## src/rtl/dmem_lsu_pkg.sv

```systemverilog
// Shared types for the data-memory load/store unit: access sizes, FSM states,
// the captured request and the alignment check.
package dmem_lsu_pkg;

    typedef enum logic [1:0] {
        SZ_B = 2'd0,
        SZ_H = 2'd1,
        SZ_W = 2'd2,
        SZ_X = 2'd3
    } size_e;

    typedef enum logic [2:0] {
        ST_IDLE   = 3'd0,
        ST_LOAD   = 3'd1,
        ST_STORE  = 3'd2,
        ST_RMW_RD = 3'd3,
        ST_RMW_WR = 3'd4,
        ST_RESP   = 3'd5
    } state_e;

    // Only the fields still needed after accept; the word index lives in mem_addr.
    typedef struct packed {
        size_e       size;
        logic        uns;
        logic [1:0]  off;
        logic [31:0] wdata;
    } req_t;

    function automatic logic is_misaligned(input size_e size, input logic [1:0] off);
        case (size)
            SZ_H:    return off[0];
            SZ_W:    return off != 2'b00;
            default: return 1'b0;
        endcase
    endfunction

endpackage

```

## src/rtl/dmem_lsu_if.sv

```systemverilog
// Request/response and memory-side signals of the load/store unit.
// slave is the LSU view; master is the pipeline/memory-environment view.
interface dmem_lsu_if #(
    parameter int AW = 32
);
    logic          req_valid;
    logic          req_ready;
    logic          req_we;
    logic [1:0]    req_size;
    logic          req_unsigned;
    logic [AW-1:0] req_addr;
    logic [31:0]   req_wdata;

    logic          rsp_valid;
    logic [31:0]   rsp_rdata;
    logic          rsp_err;

    logic          mem_we;
    logic [AW-1:0] mem_addr;
    logic [31:0]   mem_wdata;
    logic [31:0]   mem_rdata;

    modport slave (
        input  req_valid, req_we, req_size, req_unsigned, req_addr, req_wdata, mem_rdata,
        output req_ready, rsp_valid, rsp_rdata, rsp_err, mem_we, mem_addr, mem_wdata
    );

    modport master (
        output req_valid, req_we, req_size, req_unsigned, req_addr, req_wdata, mem_rdata,
        input  req_ready, rsp_valid, rsp_rdata, rsp_err, mem_we, mem_addr, mem_wdata
    );
endinterface

```

## src/rtl/dmem_lsu_align.sv

```systemverilog
// Combinational lane logic: load extract/extend and sub-word store merge.
// Kept standalone so forwarding paths can reuse the same lane rules.
module dmem_lsu_align
    import dmem_lsu_pkg::*;
(
    input  logic [31:0] ld_word,
    input  logic [1:0]  ld_off,
    input  size_e       ld_size,
    input  logic        ld_unsigned,
    output logic [31:0] ld_data,
    input  logic [31:0] st_old,
    input  logic [31:0] st_wdata,
    input  logic [1:0]  st_off,
    input  size_e       st_size,
    output logic [31:0] st_word
);
    logic [4:0]  ld_bsh, ld_hsh, st_bsh, st_hsh;
    logic [7:0]  ld_b;
    logic [15:0] ld_h;

    assign ld_bsh = {ld_off, 3'b000};
    assign ld_hsh = {ld_off[1], 4'b0000};
    assign st_bsh = {st_off, 3'b000};
    assign st_hsh = {st_off[1], 4'b0000};
    assign ld_b   = ld_word[ld_bsh +: 8];
    assign ld_h   = ld_word[ld_hsh +: 16];

    always_comb begin
        ld_data = ld_word;
        case (ld_size)
            SZ_B:    ld_data = {{24{ld_b[7] & ~ld_unsigned}}, ld_b};
            SZ_H:    ld_data = {{16{ld_h[15] & ~ld_unsigned}}, ld_h};
            default: ld_data = ld_word;
        endcase
    end

    always_comb begin
        st_word = st_old;
        case (st_size)
            SZ_B:    st_word[st_bsh +: 8]  = st_wdata[7:0];
            SZ_H:    st_word[st_hsh +: 16] = st_wdata[15:0];
            default: st_word = st_wdata;
        endcase
    end
endmodule

```

## src/rtl/dmem_lsu.sv

```systemverilog
// Load/store initiator for the single-port word-indexed data memory.
// Sub-word stores go through a read-modify-write since memory has only a word write enable.
module dmem_lsu
    import dmem_lsu_pkg::*;
#(
    parameter int DEPTH_WORDS = 1024,
    parameter int AW          = 32
) (
    input logic        clk,
    input logic        rst,
    dmem_lsu_if.slave  bus
);
    state_e        state;
    req_t          req_q;
    size_e         req_size;
    logic [AW-1:0] idx;
    logic          req_err;
    logic          rsp_valid_q, rsp_err_q, mem_we_q;
    logic [31:0]   rsp_rdata_q, mem_wdata_q, ld_data, st_word;
    logic [AW-1:0] mem_addr_q;

    assign req_size = size_e'(bus.req_size);
    assign idx      = {2'b00, bus.req_addr[AW-1:2]};
    assign req_err  = (req_size == SZ_X) || is_misaligned(req_size, bus.req_addr[1:0]) ||
                      (idx >= AW'(DEPTH_WORDS));

    dmem_lsu_align u_align (
        .ld_word     (bus.mem_rdata),
        .ld_off      (req_q.off),
        .ld_size     (req_q.size),
        .ld_unsigned (req_q.uns),
        .ld_data     (ld_data),
        .st_old      (bus.mem_rdata),
        .st_wdata    (req_q.wdata),
        .st_off      (req_q.off),
        .st_size     (req_q.size),
        .st_word     (st_word)
    );

    always_ff @(posedge clk) begin
        if (rst) begin
            state       <= ST_IDLE;
            req_q       <= '0;
            rsp_valid_q <= 1'b0;
            rsp_rdata_q <= '0;
            rsp_err_q   <= 1'b0;
            mem_we_q    <= 1'b0;
            mem_addr_q  <= '0;
            mem_wdata_q <= '0;
        end else begin
            rsp_valid_q <= 1'b0;
            mem_we_q    <= 1'b0;
            mem_addr_q  <= '0;
            mem_wdata_q <= '0;
            case (state)
                ST_IDLE: if (bus.req_valid) begin
                    req_q     <= '{size: req_size, uns: bus.req_unsigned,
                                   off: bus.req_addr[1:0], wdata: bus.req_wdata};
                    rsp_err_q <= 1'b0;
                    if (req_err) begin
                        state       <= ST_RESP;
                        rsp_valid_q <= 1'b1;
                        rsp_err_q   <= 1'b1;
                        rsp_rdata_q <= '0;
                    end else if (!bus.req_we) begin
                        state      <= ST_LOAD;
                        mem_addr_q <= idx;
                    end else if (req_size == SZ_W) begin
                        state       <= ST_STORE;
                        mem_addr_q  <= idx;
                        mem_we_q    <= 1'b1;
                        mem_wdata_q <= bus.req_wdata;
                    end else begin
                        state      <= ST_RMW_RD;
                        mem_addr_q <= idx;
                    end
                end
                ST_LOAD: begin
                    state       <= ST_RESP;
                    rsp_valid_q <= 1'b1;
                    rsp_rdata_q <= ld_data;
                end
                // The merged word is registered at the read edge, so the write
                // cycle drives memory straight from flops.
                ST_RMW_RD: begin
                    state       <= ST_RMW_WR;
                    mem_addr_q  <= mem_addr_q;
                    mem_we_q    <= 1'b1;
                    mem_wdata_q <= st_word;
                end
                ST_STORE, ST_RMW_WR: begin
                    state       <= ST_RESP;
                    rsp_valid_q <= 1'b1;
                    rsp_rdata_q <= '0;
                end
                default: state <= ST_IDLE;
            endcase
        end
    end

    assign bus.req_ready = (state == ST_IDLE);
    assign bus.rsp_valid = rsp_valid_q;
    assign bus.rsp_rdata = rsp_rdata_q;
    assign bus.rsp_err   = rsp_err_q;
    // Gate with reset so a write in flight never lands on the reset edge.
    assign bus.mem_we    = mem_we_q & ~rst;
    assign bus.mem_addr  = mem_addr_q;
    assign bus.mem_wdata = mem_wdata_q;
endmodule

```

## src/flat_wrapper.sv

```systemverilog
// flat-port wrapper written by rule: the top's interface ports become plain ports
module dmem_lsu_flat import dmem_lsu_pkg::*;
#(
    parameter int DEPTH_WORDS = 1024,
    parameter int AW          = 32
)
  (clk, rst, bus_req_valid, bus_req_we, bus_req_size, bus_req_unsigned, bus_req_addr, bus_req_wdata, bus_mem_rdata, bus_req_ready, bus_rsp_valid, bus_rsp_rdata, bus_rsp_err, bus_mem_we, bus_mem_addr, bus_mem_wdata);
  dmem_lsu_if #(.AW(AW)) bus_i ();
  input logic clk;
  input logic rst;
  input wire logic [$bits(bus_i.req_valid)-1:0] bus_req_valid;
  input wire logic [$bits(bus_i.req_we)-1:0] bus_req_we;
  input wire logic [$bits(bus_i.req_size)-1:0] bus_req_size;
  input wire logic [$bits(bus_i.req_unsigned)-1:0] bus_req_unsigned;
  input wire logic [$bits(bus_i.req_addr)-1:0] bus_req_addr;
  input wire logic [$bits(bus_i.req_wdata)-1:0] bus_req_wdata;
  input wire logic [$bits(bus_i.mem_rdata)-1:0] bus_mem_rdata;
  output wire logic [$bits(bus_i.req_ready)-1:0] bus_req_ready;
  output wire logic [$bits(bus_i.rsp_valid)-1:0] bus_rsp_valid;
  output wire logic [$bits(bus_i.rsp_rdata)-1:0] bus_rsp_rdata;
  output wire logic [$bits(bus_i.rsp_err)-1:0] bus_rsp_err;
  output wire logic [$bits(bus_i.mem_we)-1:0] bus_mem_we;
  output wire logic [$bits(bus_i.mem_addr)-1:0] bus_mem_addr;
  output wire logic [$bits(bus_i.mem_wdata)-1:0] bus_mem_wdata;
  assign bus_i.req_valid = bus_req_valid;
  assign bus_i.req_we = bus_req_we;
  assign bus_i.req_size = bus_req_size;
  assign bus_i.req_unsigned = bus_req_unsigned;
  assign bus_i.req_addr = bus_req_addr;
  assign bus_i.req_wdata = bus_req_wdata;
  assign bus_i.mem_rdata = bus_mem_rdata;
  assign bus_req_ready = bus_i.req_ready;
  assign bus_rsp_valid = bus_i.rsp_valid;
  assign bus_rsp_rdata = bus_i.rsp_rdata;
  assign bus_rsp_err = bus_i.rsp_err;
  assign bus_mem_we = bus_i.mem_we;
  assign bus_mem_addr = bus_i.mem_addr;
  assign bus_mem_wdata = bus_i.mem_wdata;
  dmem_lsu #(.DEPTH_WORDS(DEPTH_WORDS), .AW(AW)) u_core (.clk(clk), .rst(rst), .bus(bus_i));
endmodule
```

## config.mk

```make
export PLATFORM = sky130hd
export DESIGN_NAME = dmem_lsu_flat
export DESIGN_NICKNAME = d
export VERILOG_FILES = /design/src/rtl/dmem_lsu_pkg.sv /design/src/rtl/dmem_lsu_if.sv /design/src/rtl/dmem_lsu_align.sv /design/src/rtl/dmem_lsu.sv /design/src/flat_wrapper.sv
export SDC_FILE = /design/constraint.sdc
export NUM_CORES = 1
export LEC_CHECK = 0
export CAP_MARGIN = 20
export CORE_MARGIN = 2
export CORE_UTILIZATION = 50
export CTS_CLUSTER_DIAMETER = 200
export DETAILED_ROUTE_END_ITERATION = 6
export PLACE_DENSITY_LB_ADDON = 0.05
export SETUP_SLACK_MARGIN = 0.02
export SYNTH_ARGS = -nofsm -noshare
export SYNTH_HDL_FRONTEND = slang
export SYNTH_SLANG_ARGS = --single-unit
```

## constraint.sdc

```tcl
create_clock -name clk -period 6.45 [get_ports clk]
set_input_delay 1.6125 -clock clk [delete_from_list [all_inputs] [get_ports clk]]
set_output_delay 1.6125 -clock clk [all_outputs]
set_load 0.01 [all_outputs]
```

# After elaboration in Yosys (flattened, before gate mapping)
# Index checks and enable logic that the tools add are counted.
dict set report word_totals {
  reg_bits 139
  output_inout_bits 100
  wordCells 74
}
dict set report op_classes {
  n_addsub 2
  magnitude_cmp 1
  eq_ne 10
  shift 6
  muxes 29
  bitwise 5
  reduce_logical 10
}
# cell count
set op_table {}
lappend op_table {{32-bit case mux with 2 select lines} 4}
lappend op_table {{32-bit 2-to-1 mux} 7}
lappend op_table {{32-bit case mux with 3 select lines} 1}
lappend op_table {{32-bit bitwise mux} 2}
lappend op_table {{16-bit by 7-bit variable shift with 32-bit output, first input constant} 1}
lappend op_table {{8-bit by 7-bit variable shift with 32-bit output, first input constant} 1}
lappend op_table {{16-bit by 7-bit variable part select with 32-bit output} 1}
lappend op_table {{32-bit by 6-bit variable part select with 16-bit output} 1}
lappend op_table {{32-bit by 6-bit variable part select with 8-bit output} 1}
lappend op_table {{8-bit by 7-bit variable part select with 32-bit output} 1}
lappend op_table {{30-bit by 11-bit greater-or-equal comparator with 1-bit output, second input constant} 1}
lappend op_table {{30-bit 2-to-1 mux} 1}
lappend op_table {{5-bit negator with 7-bit output} 2}
lappend op_table {{3-bit 2-to-1 mux} 3}
lappend op_table {{3-bit case mux with 3 select lines} 1}
lappend op_table {{1-bit 2-to-1 mux} 7}
lappend op_table {{3-bit by 2-bit equality test with 1-bit output, second input constant} 2}
lappend op_table {{1-bit case mux with 2 select lines} 3}
lappend op_table {{2-bit by 1-bit equality test with 1-bit output, second input constant} 2}
lappend op_table {{2-bit equality test, second input constant} 2}
lappend op_table {{1-bit bitwise AND} 3}
lappend op_table {{3-bit by 1-bit equality test with 1-bit output, second input constant} 1}
lappend op_table {{3-bit equality test, second input constant} 1}
lappend op_table {{3-bit logical NOT} 1}
lappend op_table {{11 further kinds} 13}

# Logic depth before layout (Yosys ltp)
dict set report logic_depth {
  word_depth 7
  ltp_mapped 8
}

# Modules after synthesis
# A second synthesis with hierarchy kept.
dict set report hier_totals {
  hier_cells 763
  area_unflattened_um2 6253.5
}
# mod n_inst cells_per_inst area_each_um2 seq_area_each_um2
set by_module_without_submodules {}
lappend by_module_without_submodules {dmem_lsu 1 530 4787.1 2742.6}
lappend by_module_without_submodules {dmem_lsu_align 1 233 1466.4 0.0}

# Worst setup path before layout
# No wires, ideal clock.
dict set report synth_timing {
  path_kind {input -> output}
  startpoint {input port rst}
  endpoint {output port bus_mem_we}
  arrival_time_ns 2.110
  required_time_ns 4.838
  slack_ns 2.727
  stages 3
  n_path_buf 2
  cell_sequence {clkbuf_1 -> clkbuf_1 -> nor2b_1}
}
dict set report synth_via {
  elab_chain_cells 2
}
# element line_no
set synth_rtl {}
lappend synth_rtl {{from (decl)} flat_wrapper.sv:10} ;# input logic rst;
lappend synth_rtl {{1-bit inverter} dmem_lsu.sv:106} ;# assign bus.mem_we = mem_we_q & ~rst;
lappend synth_rtl {{1-bit bitwise AND} dmem_lsu.sv:106}
lappend synth_rtl {{to (decl)} flat_wrapper.sv:22} ;# output wire logic [$bits(bus_i.mem_we)-1:0] bus_mem_we;
# Every way passes these cells.

# Worst setup path after layout
# Same ends and word-level chain as after synthesis.

==> metrics.md <==
| Metric | Value |
|---|---|
| Outcome | `finished, violations left` |
| Failing checks | `DRC` |
| Grt total ovfl | `0` |
| CTS tree | `built` |
| Via count | `6,447` |
| Worst EP required | `4.84 ns` |
| Post-DP Area | `8400 um2` |
| R2R Path End | `u_core.bus.mem_wdata[18]` |
| # Post-CTS Setup Buffers | `0` |
| Lkg Pwr | `3.38 nW` |
| Worst reg-to-reg path cell count | `7` |
| Cell area after synthesis | `6410 um2` |
| Seq/Total Area, Yosys | `0.428` |
| Max H-tree Level | `4` |
| Initial antenna violation count | `0` |
| Die Y-Extent | `117 um` |
| Unique masters post-synth | `54` |
| Io pins | `203` |
| Die area | `between 10,000 and 15,000 um2` |
| Post-DRT Antenna Nets | `0` |
| Max incr delay on CP | `between 0.5 and 0.6 ns` |
| Setup TNS | `0 ns` |
| Vias in the first global route | `around 6,000` |
| Fin crit period | `3.99 ns` |
| Buffers on Ports | `200` |
| Crit-path max FO | `2` |
| Max_cap viols | `0` |
| First-iteration detailed-routing DRC count | `approximately 790` |
| Multi-input logic area | `between 3000 and 4000 um2` |
| Hold Buf Count CTS | `0` |
| Avg Vias per Cell | `6.01` |
| Die W | `117 um` |
| CP Class | `input pin to output port` |
| Clock sinks | `137` |
| Antenna Cells | `0` |
| Crit path capture type | `output port` |
| # setup viols final | `0` |
| Fillers | `994` |
| Post-route setup slack | `around 2.5 ns` |
| Routed WL per cell | `20.0 um` |
| Reg2reg setup slack | `3.53 ns` |
| Yosys warning total | `0` |
| Residual DRC | `7` |
| Fmax | `251 MHz` |
| Share of flip-flops with an asynchronous set or reset | `0` |
| Worst rel slew slack | `0.311` |
| Crit-path leading delay family | `buffers and inverters` |
| Layout Skew | `a little over 0.008 ns` |
| Crit path DAT | `~2.4 ns` |
| CP bufs+invs | `2` |
| Hold_sp | `u_core.req_q[21]` |
| Crit path cell chain | `buf_2, nor2b_1, clkdlybuf4s50_1` |
| Register Area | `2750 um2` |
| Levels on crit path | `3` |
| Part of the cycle the worst path needs | `0.618` |
| End-of-flow core utilization | `0.714` |
| Yosys reg bits | `137` |
| Ratio of cells with drive above 1 in the final layout | `0.0699` |
| Fin area | `8970 um2` |
| Mapped Avg Cell Area | `8.85 um2` |
| Main synth FF type | `dfxtp_1` |
| Worst vdd ir | `0.000173 V` |
| Total clock buffers created by CTS | `17` |
| Post-Syn Instances | `724` |
| CP startpoint | `rst` |
| GRT Resource Usage Total | `0.314` |
| Pwr Density | `261 nW/um2` |
| Final WL | `21,500 um` |
| Worst-Margin Slew | `1.03 ns` |
| WHS Endpoint | `u_core.req_q[21]` |
| Largest net degree at the start of global routing | `between 70 and 80` |
| Startpoint Class | `input pin` |
| Gpl congestion | `0.912` |
| Total of cells resized after clock tree synthesis | `0` |
| Core footprint | `12,600 um2` |
| Final slew viol count | `0` |
| Hold Path Cell Cnt | `2` |
| Core Rows | `41` |
| Setup WS pre-CTS | `between 2 and 2.5 ns` |
| Clock Path Buffers | `2` |
| Global-route wire length before repair | `around 33,000 um` |
| CTS root buffer | `clkbuf_16` |
| Dpl hpwl | `14,900 um` |
| Hold WC Path Type | `register to register` |
| Worst skew pair latency | `0.43 ns` |
| Endpoints failing hold | `0` |
| Area Overhead vs Synth | `39.9%` |
| Clk slew on worst S/H paths | `0.06 ns` |
| Initial Utilization | `0.510` |
| Launch point of the worst reg-to-reg path | `u_core.req_q[32]` |
| RSZ-0062 raised after global routing | `false` |
| Slowest cell on crit path | `clkdlybuf4s50_1` |
| Nets | `999` |
| Post-synth EDFFs | `0` |
| DRT Pass-1 Iters | `7` |
==> through the flow <==
step	hold WS, ns	std cells	total power, mW
3_3_place_gp	0.447	1039	1.40
6_report	0.463	1073	2.34
2_1_floorplan	0.437	725	1.21
5_1_grt	0.475	1073	2.43
3_5_place_dp	0.449	1040	1.41
4_1_cts	0.462	1072	2.34
==> sequential cells by signal, indices dropped and copies added, names as in the netlist <==
name,count
u_core.bus.mem_wdata,32
u_core.bus.rsp_rdata,32
u_core.state,3
u_core.bus.rsp_err,1
u_core.mem_we_q,1
u_core.bus.rsp_valid,1
u_core.bus.mem_addr,30
u_core.req_q,37
==> synthesized netlist by cell type, drive strengths merged, types with 8 or more instances <==
cell	count	area, um2
dfxtp	137	2740
nand2	81	304
o22ai	69	432
a21oi	57	285
inv	47	176
clkbuf	40	150
nor2	36	135
nand3b	32	240
buf	26	160
a221o	24	240
and3	21	131
mux2i	19	190
a22o	17	149
a22oi	17	128
o21ai	15	75.1
a222oi	8	80.1
ha	8	100
mux4	8	180
==> per-layer routing <==
layer,GRT usage,part of all wire,up-vias
met2,0.482,0.45,371
li1,-,-,3000
met3,0.0757,0.10,50
met4,0.125,0.028,0
met5,0,0,-
met1,0.428,0.42,3026
==> layout by cell type, fill, tap and decap left out, types with 3 or more instances in the layout <==
cell type / Yosys / routed
a22oi_1: 17 / 17
nor2_1: 36 / 36
nand2_1: 81 / 81
dfxtp_1: 137 / 135
buf_4: 2 / 8
a22o_1: 17 / 17
and2_1: 3 / 3
nand3b_1: 32 / 32
inv_1: 47 / 47
a21oi_1: 57 / 57
a221oi_1: 7 / 7
nor4_1: 3 / 3
mux2i_1: 19 / 19
and3_1: 21 / 21
ha_1: 8 / 8
o21ai_0: 12 / 12
clkbuf_16: 0 / 17
o22ai_1: 69 / 69
mux4_2: 8 / 8
o2111ai_1: 4 / 4
o211ai_1: 4 / 4
nor3b_1: 6 / 5
a222oi_1: 8 / 8
inv_6: 0 / 5
clkdlybuf4s50_1: 0 / 199
nand2b_1: 3 / 3
nor2b_1: 4 / 4
clkinv_4: 0 / 5
a221o_1: 24 / 24
nor3_1: 3 / 3
==> area by class of cell <==
| type | count | share of cell area |
|---|---|---|
| sequential | 137 | 0.306 |
| inverter | 48 | 0.0201 |
| timing repair buffer | 210 | 0.231 |
| clock buffer | 17 | 0.0474 |
| clock inverter | 15 | 0.0159 |
| multi-input combinational | 474 | 0.355 |
| tap | 172 | 0.0240 |
==> cells by family (layout without fill, tap and decap cells) <==
| group | after synthesis | in the layout | share of synthesized area |
|---|---|---|---|
| compound gates | 231 | 231 | 0.249 |
| xor+xnor | 1 | 1 | 0.00137 |
| fa+ha+maj | 8 | 8 | 0.0156 |
| buf+inv | 114 | 290 | 0.0765 |
| flops | 137 | 137 | 0.428 |
| mux | 27 | 27 | 0.0578 |
| other cells | 1 | 2 | 0.000585 |
| simple gates | 205 | 205 | 0.171 |
==> power breakdown <==
group	switching (mW)	internal, mW	leakage [nW]
logic	0.258	0.217	2.00
clock network	0.400	0.537	0.275
registers	0.0422	0.890	1.11
total	0.700	1.64	3.38
==> worst max-delay path by stage <==
stage,to
after floorplan,bus_mem_we
final,bus_mem_we
after global placement,bus_mem_we
after detailed placement,u_core.bus.mem_wdata[16]
after CTS,bus_mem_we
after global routing,bus_mem_we
==> worst reg2reg max path, stage by stage (launching register included) <==
cell and delay (ns):
dfxtp_1 0.83, inv_1 0.24, ha_1 0.43, nor4bb_1 0.55, clkdlybuf4s18_2 0.36, a221o_1 0.18
a22oi_1 0.08, o22ai_1 0.15
(Power assumes the default switching activity.)
